### src/rtl/rc_filter_pkg.sv
// Shared types, state encoding and saturation helper for the time-multiplexed RC filter.
package rc_filter_pkg;

  localparam int unsigned ALPHA_FRAC = 16;
  localparam int unsigned PROD_W     = 34;

  typedef logic signed [15:0]       sample_t;
  typedef logic signed [16:0]       diff_t;
  typedef logic        [15:0]       alpha_t;
  typedef logic signed [PROD_W-1:0] prod_t;
  typedef logic signed [18:0]       sum_t;

  typedef enum logic [2:0] {StIdle, StDiff, StMul, StAcc, StDone} state_e;

  function automatic sample_t sat16(input sum_t v);
    if (v > sum_t'(32767)) begin
      return sample_t'(16'sh7fff);
    end else if (v < sum_t'(-32768)) begin
      return sample_t'(16'sh8000);
    end else begin
      return sample_t'(v[15:0]);
    end
  endfunction

endpackage

### src/rtl/rc_filter_mac.sv
// Shared subtract/multiply/accumulate datapath; one registered stage per enable.
module rc_filter_mac
  import rc_filter_pkg::*;
#(
  parameter int unsigned CHANNELS = 4,
  parameter int unsigned CH_W     = 2
) (
  input  logic                     clk,
  input  logic                     rst,
  input  logic                     diff_en,
  input  logic                     mul_en,
  input  logic                     acc_en,
  input  logic [CH_W-1:0]          ch,
  input  sample_t                  sample,
  input  alpha_t                   alpha,
  output logic [16*CHANNELS-1:0]   acc_flat
);

  diff_t   diff_q;
  prod_t   prod_q;
  sample_t acc_q [CHANNELS];
  sample_t acc_cur;
  sum_t    sum;

  assign acc_cur = acc_q[ch];
  // Slicing off the fraction of a signed product floors toward -inf.
  assign sum = sum_t'(acc_cur) + sum_t'($signed(prod_q[PROD_W-1:ALPHA_FRAC]));

  always_ff @(posedge clk or posedge rst) begin
    if (rst) begin
      diff_q <= '0;
      prod_q <= '0;
      for (int k = 0; k < CHANNELS; k++) acc_q[k] <= '0;
    end else begin
      if (diff_en) diff_q <= diff_t'(sample) - diff_t'(acc_cur);
      if (mul_en)  prod_q <= prod_t'(diff_q) * prod_t'($signed({1'b0, alpha}));
      if (acc_en)  acc_q[ch] <= sat16(sum);
    end
  end

  for (genvar k = 0; k < CHANNELS; k++) begin : g_flat
    assign acc_flat[16*k +: 16] = acc_q[k];
  end

endmodule

### src/rtl/rc_low_pass_filter_scheduler.sv
// Frame scheduler: snapshots all channels, walks them through one shared MAC, publishes together.
module rc_low_pass_filter_scheduler
  import rc_filter_pkg::*;
#(
  parameter int unsigned CHANNELS      = 4,
  parameter alpha_t      DEFAULT_ALPHA = 16'd307,
  parameter int unsigned CH_W          = (CHANNELS > 1) ? $clog2(CHANNELS) : 1
) (
  input  logic                    clk,
  input  logic                    I_RST,
  input  logic                    audio_clk_en,
  input  logic [16*CHANNELS-1:0]  in,
  input  logic                    cfg_we,
  input  logic [CH_W-1:0]         cfg_addr,
  input  logic [15:0]             cfg_alpha,
  output logic                    cfg_ready,
  output logic [16*CHANNELS-1:0]  out,
  output logic                    out_valid,
  output logic                    busy,
  output logic                    overrun,
  input  logic                    overrun_clr
);

  state_e                  state_q, state_d;
  logic [CH_W-1:0]         ch_q, ch_d;
  sample_t                 in_q    [CHANNELS];
  alpha_t                  alpha_q [CHANNELS];
  logic [16*CHANNELS-1:0]  out_q, acc_flat;
  logic                    out_valid_q, overrun_q;
  logic                    diff_en, mul_en, acc_en, start, cfg_ok;

  assign start  = audio_clk_en && (state_q == StIdle);
  assign cfg_ok = cfg_we && (state_q == StIdle) && (32'(cfg_addr) < CHANNELS);

  always_comb begin
    state_d = state_q;
    ch_d    = ch_q;
    diff_en = 1'b0;
    mul_en  = 1'b0;
    acc_en  = 1'b0;
    unique case (state_q)
      StIdle: begin
        if (audio_clk_en) begin
          state_d = StDiff;
          ch_d    = '0;
        end
      end
      StDiff: begin
        diff_en = 1'b1;
        state_d = StMul;
      end
      StMul: begin
        mul_en  = 1'b1;
        state_d = StAcc;
      end
      StAcc: begin
        acc_en = 1'b1;
        if (ch_q == CH_W'(CHANNELS - 1)) begin
          state_d = StDone;
        end else begin
          ch_d    = ch_q + CH_W'(1);
          state_d = StDiff;
        end
      end
      StDone:  state_d = StIdle;
      default: state_d = StIdle;
    endcase
  end

  always_ff @(posedge clk or posedge I_RST) begin
    if (I_RST) begin
      state_q     <= StIdle;
      ch_q        <= '0;
      out_q       <= '0;
      out_valid_q <= 1'b0;
      overrun_q   <= 1'b0;
      for (int k = 0; k < CHANNELS; k++) begin
        in_q[k]    <= '0;
        alpha_q[k] <= DEFAULT_ALPHA;
      end
    end else begin
      state_q     <= state_d;
      ch_q        <= ch_d;
      out_valid_q <= (state_q == StDone);
      if (state_q == StDone) out_q <= acc_flat;
      if (start) begin
        for (int k = 0; k < CHANNELS; k++) in_q[k] <= sample_t'(in[16*k +: 16]);
      end
      if (cfg_ok) alpha_q[cfg_addr] <= cfg_alpha;
      // A dropped frame start outranks a simultaneous clear.
      if (audio_clk_en && (state_q != StIdle)) overrun_q <= 1'b1;
      else if (overrun_clr)                    overrun_q <= 1'b0;
    end
  end

  rc_filter_mac #(
    .CHANNELS (CHANNELS),
    .CH_W     (CH_W)
  ) u_mac (
    .clk      (clk),
    .rst      (I_RST),
    .diff_en  (diff_en),
    .mul_en   (mul_en),
    .acc_en   (acc_en),
    .ch       (ch_q),
    .sample   (in_q[ch_q]),
    .alpha    (alpha_q[ch_q]),
    .acc_flat (acc_flat)
  );

  assign out       = out_q;
  assign out_valid = out_valid_q;
  assign busy      = (state_q != StIdle);
  assign cfg_ready = (state_q == StIdle);
  assign overrun   = overrun_q;

endmodule

### config.mk
export PLATFORM = sky130hd
export DESIGN_NAME = rc_low_pass_filter_scheduler
export DESIGN_NICKNAME = d
export VERILOG_FILES = /design/src/rtl/rc_filter_pkg.sv /design/src/rtl/rc_filter_mac.sv /design/src/rtl/rc_low_pass_filter_scheduler.sv
export SDC_FILE = /design/constraint.sdc
export NUM_CORES = 1
export LEC_CHECK = 0
export BUFFER_PORTS_ARGS = -buffer_cell sky130_fd_sc_hd__buf_2
export CELL_PAD_IN_SITES_DETAIL_PLACEMENT = 2
export CELL_PAD_IN_SITES_GLOBAL_PLACEMENT = 2
export CORE_UTILIZATION = 42
export DETAILED_ROUTE_END_ITERATION = 10
export PLACE_DENSITY = 0.86
export RECOVER_POWER = 100
export REMOVE_ABC_BUFFERS = 1
export SLEW_MARGIN = 10
export SYNTH_ARGS = -nofsm -noshare
export SYNTH_HDL_FRONTEND = slang
export SYNTH_SLANG_ARGS = --single-unit
### constraint.sdc
create_clock -name clk -period 15 [get_ports clk]
set_clock_uncertainty 0.15 [all_clocks]
set_input_delay 3 -clock clk [delete_from_list [all_inputs] [get_ports clk]]
set_output_delay 3 -clock clk [all_outputs]
set_load 0.1 [all_outputs]
Word level (Yosys, flattened, before mapping):

Index checks and enable logic that the tools add are counted.

* word-level logic and storage cells: 77
* register bits after elaboration: 314

* add/sub/neg operators: 3
* bitwise gates (word level): 2
* multiplexer cells: 29
* equal/unequal tests: 7
* $mul: 1
* $lt $le $gt $ge: 6
* reductions and logical operators: 10

Operators with widths (count)
* 2-to-1 mux 16 bit: 11
* bitwise mux 64 bit: 2
* binary-select mux 16 bit (select 2 bit): 3
* demux 16 bit (select 2 bit): 2
* multiplier 17 x 17 -> 34 bit: 1
* adder 16 x 18 -> 19 bit: 1
* > comparator 19 x 16 -> 1 bit, second input constant: 1
* less-than comparator 19 x 16 -> 1 bit, second input constant: 1
* subtractor 16 x 16 -> 17 bit: 1
* case mux 3 bit (4 select lines): 1
* == test 3 x 2 -> 1 bit, second input constant: 2
* greater-or-equal comparator 3 bit, second input constant: 2
* less-than comparator 3 x 1 -> 1 bit, second input constant: 2
* 2-to-1 mux 3 bit: 2
* NOT 2 -> 3 bit: 2
* logical AND 1 bit: 5
* 2-to-1 mux 1 bit: 5
* 2-to-1 mux 2 bit: 2
* inequality test 2 bit, second input constant: 2
* case mux 2 bit (2 select lines): 1
* nonzero test 2 bit: 2
* == test 3 x 1 -> 1 bit, second input constant: 1
* == test 3 bit, second input constant: 1
* zero test 3 bit: 1
* other kinds (4): 4

Longest topological paths before layout:

Gate-level depths: netlist of run 1.

* depth in word-level cells: 10
* gate-level depth with buffers: 27
* depth with buffers taken out: 25

Cells and area by module:

Synthesis of run 1 repeated with hierarchy kept, for this count alone.

* cell total of the unflattened synthesis: 2156
* area total of the unflattened synthesis: 24094.4 sq um

Modules (own cells, without submodules)
* rc_filter_mac: times used 1, seq. area each 2477.4 sq um, area an instance 15818.9 sq um, cells an instance 1675
* rc_low_pass_filter_scheduler: times used 1, seq. area each 5004.8 sq um, area an instance 8275.4 sq um, cells an instance 481

Least setup slack after synthesis of run 1:

No wires, ideal clock.

* path kind: register to register
* from: register ch_q[0]
* to: register u_mac.prod_q[32]
* period minus slack after synthesis: 7.710 ns
* cell stages (with the launch flop): 27
* data required time: 14.717 ns
* arrival time: 7.427 ns
* setup time: 0.133 ns
* path slack: 7.290 ns
* path through: dfrtp_1 -> clkbuf_1 -> buf_1 -> mux4_2 -> clkbuf_1 -> and2_1 -> fa_1 -> inv_1 -> fa_1 -> fa_1 -> inv_1 -> fa_1 -> fa_1 -> inv_1 -> fa_1 -> inv_1 -> ha_1 -> a21o_1 -> a21oi_1 -> nor2b_1 -> or4_1 -> o21a_1 -> a41oi_1 -> o21ai_0 -> a311oi_1 -> xor2_1 -> o21ai_0

* word-level cells in the longest chain between the ends: 5

RTL lines
* from (decl): line rc_low_pass_filter_scheduler.sv:25 `logic [CH_W-1:0] ch_q, ch_d;`
* from (signal assigned): line rc_low_pass_filter_scheduler.sv:83 `ch_q <= ch_d;`
* NOT 2 -> 3 bit (implied by the code): line rc_low_pass_filter_scheduler.sv:107 `.alpha (alpha_q[ch_q]),`
* binary-select mux 16 bit (select 2 bit): line rc_low_pass_filter_scheduler.sv:107
* 2-to-1 mux 16 bit (implied by the code) (2 in a row): line rc_low_pass_filter_scheduler.sv:107
* multiplier 17 x 17 -> 34 bit: line rc_filter_mac.sv:36 `if (mul_en) prod_q <= prod_t'(diff_q) * prod_t'($signed({1'b0, alpha}));`
* to (signal assigned): line rc_filter_mac.sv:36
* to (decl): line rc_filter_mac.sv:20 `prod_t prod_q;`

Every way passes these cells. The select of a mux whose other input is x is not followed.
A chain may end at the register's enable or synchronous reset.

Worst setup path in the final report of run 1:

Same ends and word-level chain as after synthesis.

==> flow_metrics.py, run 1 <==
metrics = {
    "outcome": {
        "status": "finished with violations",
        "violations": "max-capacitance violations, max-slew violations",
    },
    "placed_design": {
        "port-buffer-count": 154,
        "gp_congestion": 0.8219,
        "dp_hpwl_um": 57440,
    },
    "drt": {
        "dr.pass1.iters": 5,
        "ant_nets": 0,
        "wl_per_cell_um": 27.03,
        "drc": 0,
        "first_iter_violations": 807,
        "wirelength_um": 82310,
        "vias": 16920,
        "via_per_inst": 5.556,
    },
    "floorplan": {
        "die_x_um": 239.5,
        "dieArea_um2": 57370,
        "core-area_um2": 55420,
        "row_count": 86,
        "io_pins": 155,
        "initial_core_util_pct": 42.76,
        "fp.dieH_um": 239.5,
    },
    "critical_path": {
        "crit_arrival_ps": 9490,
        "start_kind": "flop",
        "crit_type": "reg2reg",
        "end_kind": "flop",
        "crit_fanout": 22,
        "required_ps": 15290,
    },
    "synthesis": {
        "syn_inst": 2157,
        "synth-edff-count": 0,
        "ys_types": 60,
        "ys_warn_count": 0,
        "ys_ff_latch": 298,
        "yosysSeqAreaShare_pct": 31.58,
        "synth.cell_area_um2": 23700,
        "synthArstFlopShare_pct": 100.0,
        "avgSynthCellArea_um2": 10.99,
        "synthFlopType": "dfrtp_1",
    },
    "global_routing": {
        "grt_max_degree": 160,
        "grt_pass1_wl_um": 128500,
        "grt_use_total_pct": 29.90,
        "antenna_found_initial": 3,
        "grt_pass1_vias": 20920,
        "grt_overflow": 0,
    },
    "final_layout": {
        "fillers": 5705,
        "drive_above_1_share_pct": 16.60,
        "layout.nets": 2762,
        "regArea_um2": 7483,
        "syn_to_final_growth_pct": 10.07,
        "multi_input_area_um2": 14440,
    },
    "timing": {
        "fin_crit_ps": 9200,
        "rsz0062_at_grt": "false",
        "slew_headroom_pct": -369.5,
        "drv_slew": 343,
        "finalHoldViolations": 0,
        "post-route-period-util_pct": 61.33,
        "clock.fmax_ghz": 0.1087,
        "finalSetupViolCount": 0,
        "worst_slew_pin_slew_ps": 7003,
        "finalSetupTns_ps": 0,
    },
    "clock_network": {
        "htreeDepth": 1,
        "numCtsBuffers": 30,
        "cts_tree": "built",
        "cts_sinks": 298,
        "clock_latency_ps": 620,
        "clockBufferDepth": 3,
        "post_cts_buffers": 0,
        "postCtsHoldBufs": 0,
        "cts-root-buf": "clkbuf_16",
        "clkTransAtPathRegs_ps": 70,
        "post_cts_resized": 0,
    },
    "min_path": {
        "holdCritPathClass": "reg2reg",
    },
    "job": {
        "max-cap-violations": 6,
    },
}
==> cells by family (layout without fill, tap and decap cells) <==
group	Yosys count	in the layout	share of synthesized area, %
flip-flops	298	298	31.58
adder cells (fa/ha/maj)	402	402	30.07
multiplexers	245	245	13.92
other	0	2	0
buffers and inverters	460	598	7.340
AND/OR/NAND/NOR	475	475	9.415
AO/OA/AOI/OAI	225	225	5.756
XOR/XNOR	52	52	1.922
==> Yosys cell counts, drive strengths merged, types with 2 or more instances <==
cell | instances | area, um2
o21bai | 3 | 22.52
nor3 | 9 | 45.04
dfrtp | 278 | 6957
o41ai | 2 | 17.52
nor3b | 3 | 22.52
clkbuf | 70 | 266.5
xnor2 | 29 | 254.0
o21ai | 123 | 649.4
buf | 16 | 68.81
fa | 279 | 5585
a221oi | 3 | 43.80
or3 | 4 | 26.28
xor2 | 23 | 201.4
ha | 123 | 1539
o21a | 8 | 60.06
a31oi | 5 | 31.28
o31a | 2 | 26.28
nand4b | 2 | 17.52
mux4 | 48 | 1081
nand3 | 12 | 60.06
nor2 | 18 | 67.56
and2 | 111 | 694.4
nand2 | 279 | 1047
nor4 | 2 | 12.51
a21oi | 41 | 205.2
dfstp | 20 | 525.5
o31ai | 4 | 30.03
inv | 374 | 1404
mux2 | 197 | 2218
a41oi | 3 | 26.28
nor2b | 9 | 56.30
nand4 | 6 | 37.54
and3 | 4 | 25.02
o221ai | 2 | 23.77
nand2b | 6 | 37.54
a211oi | 5 | 37.54
a21o | 16 | 120.1
or3b | 2 | 17.52
a211o | 2 | 17.52
nand3b | 3 | 22.52
==> flip-flops by register name, indices dropped and copies added (netlist names) <==
name / count
overrun: 1
alpha_q: 64
state_q: 3
u_mac.acc_flat: 64
u_mac.prod_q: 18
u_mac.diff_q: 17
out_valid: 1
out: 64
in_q: 64
ch_q: 2
==> path summary, 6_finish.rpt <==
kind                       depth (start not counted)     from  slack (ps)               end
setup / recovery                                  24  ch_q[0]        5800  u_mac.prod_q[32]
hold / removal                                     1  out[62]         350           out[62]
setup reg to reg                                  24  ch_q[0]        5800  u_mac.prod_q[32]
hold reg to reg                                    1  out[62]         350           out[62]
max in group asynchronous                          4    I_RST        6250           out[25]
min in group asynchronous                          2    I_RST        4460           out[19]
==> stage by stage <==
| stage | utilization, % | cell area, um2 | setup slack [ps] | hold WS, ps | cells |
|---|---|---|---|---|---|
| after floorplan | - | 23360 | 3651 | 303.8 | 2071 |
| after global placement | 45.52 | 25230 | 7014 | 318.0 | 2989 |
| after detailed placement | 45.52 | 25230 | 6735 | 337.5 | 2989 |
| after CTS | 47.37 | 26250 | 6476 | 354.7 | 3043 |
| after global routing | 47.06 | 26080 | 5210 | 374.6 | 3044 |
| final | 47.06 | 26080 | 5800 | 353.0 | 3045 |
==> routing by layer <==
layer / track usage [%] / share of wire, %
met1: 34.33 / 38
met3: 3.653 / 3.9
met5: 0 / 0.028
met4: 11.54 / 4.1
met2: 56.14 / 54
==> final cells by class <==
class	instances	area share [%]
clock inverter	16	0.7292
multi-input combinational	1399	55.36
clock buffer	38	3.185
antenna	2	0.01919
inverter	374	5.387
sequential	298	28.69
tap	748	3.588
timing repair buffer	170	3.037
==> critical path, cell delays in order (launching register included) <==
cell,delay (ps)
dfrtp_1,1330
mux4_2,830
nand2_1,250
inv_1,80
fa_1,500
inv_1,70
fa_1,530
fa_1,530
inv_1,70
fa_1,500
fa_1,490
inv_1,50
fa_1,500
inv_1,50
ha_1,380
a21o_1,210
a21oi_1,180
nor2b_1,100
or4_1,410
o21a_1,250
a41oi_1,480
o21ai_0,280
a311oi_1,460
xor2_1,200
o21ai_0,120
==> cell usage in the layout, fill, tap and decap left out, drive strengths merged, types with 5 or more instances in the layout <==
| master | n |
|---|---|
| inv | 373 |
| nand2 | 279 |
| fa | 279 |
| dfrtp | 278 |
| mux2 | 197 |
| ha | 123 |
| o21ai | 123 |
| and2 | 111 |
| clkbuf | 111 |
| buf | 97 |
| mux4 | 48 |
| a21oi | 41 |
| xnor2 | 29 |
| xor2 | 23 |
| dfstp | 20 |
| nor2 | 18 |
| a21o | 16 |
| nand3 | 12 |
| nor2b | 9 |
| nor3 | 9 |
| clkinv | 9 |
| o21a | 8 |
| nand2b | 6 |
| nand4 | 6 |
| a211oi | 5 |
| a31oi | 5 |
| clkinvlp | 5 |
Power of run 1 is left out: the tool's default activity adds up to more than one toggle a clock period on the data nets, which glitch-free logic cannot reach.
==> run 2: changes to the inputs <==
- CORE_UTILIZATION: 42 -> 38
- PLACE_DENSITY: 0.86 -> 0.82
- clock period: 15 -> 7.55 ns (I/O delays scaled with it)
==> run 2 against run 1 <==
  * The run ends with max-capacitance violations, max-slew violations, negative setup slack left
  * Final cell count increased by 5.8%
  * Non-clock buffer count increased by 72
  * Critical path depth rose by 1
  * Setup slack got worse by 6200 ps
  * Hold slack better by 1.5 ps
  * Sequential share of layout area is 1.6 points lower
  * Sequential cell count stayed put
  * Final area up 6.2%
==> flow_metrics.py, run 2 (synthesis results as in run 1) <==
metrics = {
    "placed_design": {
        "port-buffer-count": 154,
        "dp.cells": 3103,
        "dp_hpwl_um": 57810,
        "gp_congestion": 0.8423,
    },
    "final_layout": {
        "fin_cells": 3222,
        "multi_input_area_um2": 14910,
        "layout_commonest_cell": "inv_1",
        "syn_to_final_growth_pct": 16.84,
        "drive_above_1_share_pct": 27.91,
        "layout_common_cells": "inv_1, nand2_1, dfrtp_1",
        "fillers": 6322,
        "layout.nets": 2845,
        "regArea_um2": 7490,
    },
    "critical_path": {
        "start_kind": "flop",
        "slowest_stage": "mux4_2",
        "r2r_slack_ps": -400,
        "worstSetupEndpoint": "u_mac.prod_q[20]",
        "crit_arrival_ps": 8230,
        "slowest_delay_ps": 570,
        "end_kind": "flop",
        "crit_start": "ch_q[0]",
        "reg2reg_to": "u_mac.prod_q[20]",
        "cpMostUsedCell": "fa_1",
        "required_ps": 7820,
        "crit_type": "reg2reg",
        "reg2reg_from": "ch_q[0]",
        "crit_fanout": 6,
        "reg2regPathDepth": 25,
    },
    "drt": {
        "dr.pass1.iters": 5,
        "drc": 0,
        "first_iter_violations": 1162,
        "wl_per_cell_um": 31.07,
        "via_per_inst": 5.669,
        "wirelength_um": 100100,
        "vias": 18270,
        "ant_nets": 0,
    },
    "min_path": {
        "holdCritPathClass": "reg2reg",
    },
    "global_routing": {
        "grt_use_total_pct": 29.32,
        "grt_pass1_vias": 21600,
        "antenna_found_initial": 3,
        "grt_pass1_wl_um": 138700,
        "grt_overflow": 0,
        "grt_max_degree": 159,
    },
    "outcome": {
        "status": "finished with violations",
        "violations": "max-capacitance violations, max-slew violations, negative setup slack",
    },
    "floorplan": {
        "row_count": 91,
        "core-area_um2": 61710,
        "dieArea_um2": 63360,
        "io_pins": 155,
        "initial_core_util_pct": 38.40,
        "fp.dieH_um": 251.7,
        "die_x_um": 251.7,
    },
    "timing": {
        "worst_slew_pin_slew_ps": 3861,
        "fin_crit_ps": 7953,
        "slew_headroom_pct": -157.4,
        "setup_slack_ps": -403.1,
        "rsz0062_at_grt": "true",
        "drv_slew": 207,
        "finalSetupViolCount": 13,
        "post-route-period-util_pct": 105.3,
        "clock.fmax_ghz": 0.1257,
        "finalHoldViolations": 0,
        "fin_hold_ws_ps": 354.5,
    },
    "clock_network": {
        "cts_sinks": 298,
        "htreeDepth": 2,
        "numCtsBuffers": 37,
        "cts_tree": "built",
        "clkTransAtPathRegs_ps": 80,
        "clock_latency_ps": 590,
        "cts-root-buf": "clkbuf_16",
        "clockBufferDepth": 3,
    },
    "job": {
        "max-cap-violations": 2,
    },
}
==> run 2: cell count changes in the layout (fill, tap and decap cells not counted), sizes merged <==
cell	before	now
buf	97	239
clkbuf	111	55
mux4	48	52
inv	373	376
clkinv	9	7
clkinvlp	5	3
bufinv	3	2
==> run 2: through the flow <==
step | setup slack [ps] | utilization (%) | instance area (um2) | TNS [ps]
floorplan | -2309 | - | 23360 | -650770
global placement | 33.95 | 41.38 | 25530 | 0
detailed placement | -251.8 | 41.38 | 25530 | -843.3
CTS | -8.024 | 43.92 | 27110 | -8.024
global route | -446.8 | 44.86 | 27680 | -3673
finish | -403.1 | 44.86 | 27690 | -2247
==> run 2: how the worst min path moves through the flow <==
| stage | start | end | slack (ps) | depth (start not counted) |
|---|---|---|---|---|
| after CTS | alpha_q[14] | alpha_q[14] | 360 | 1 |
| final | out[48] | out[48] | 350 | 1 |
| after detailed placement | out[50] | out[50] | 340 | 1 |
| after global placement | u_mac.acc_flat[6] | u_mac.acc_flat[6] | 320 | 2 |
| after floorplan | u_mac.prod_q[24] | u_mac.prod_q[24] | 300 | 2 |
| after global routing | alpha_q[14] | alpha_q[14] | 370 | 1 |
==> run 2: critical path, delay by kind of cell (launching register included) <==
kind	cells	cell delay [ps]
adders and majority gates	7	3200
AOI/OAI and AO/OA	6	1130
buffers and inverters	6	970
and+or+nand+nor	4	820
muxes	1	570
DFF	1	530
xor gates and xnor gates	1	410
==> run 2: layer usage <==
layer  wire [um]  GRT usage (%)  vias to the layer above
met3        6418          5.942                      478
met4        8493          16.50                        0
li1            -              -                     7310
met2       50420          52.93                      833
met1       34780          31.98                     9644
met5           0              0                        -
==> run 2: what timing repair did <==
action,4_1_cts,5_1_grt
setup endpoints to repair,7,14
pin swaps,4,59
hold buffers,0,0
resized for setup,15,109
setup buffers,23,23
gates cloned,4,1
==> run 2: area by class of cell <==
class | count | share of cell area (%)
Antenna cell | 2 | 0.01808
Sequential cell | 298 | 27.05
Timing Repair Buffer | 242 | 5.843
Inverter | 374 | 5.084
Clock inverter | 14 | 0.5061
Multi-Input combinational cell | 1403 | 53.84
Tap cell | 837 | 3.783
Clock buffer | 52 | 3.873
Power of run 2 is left out for the same reason.
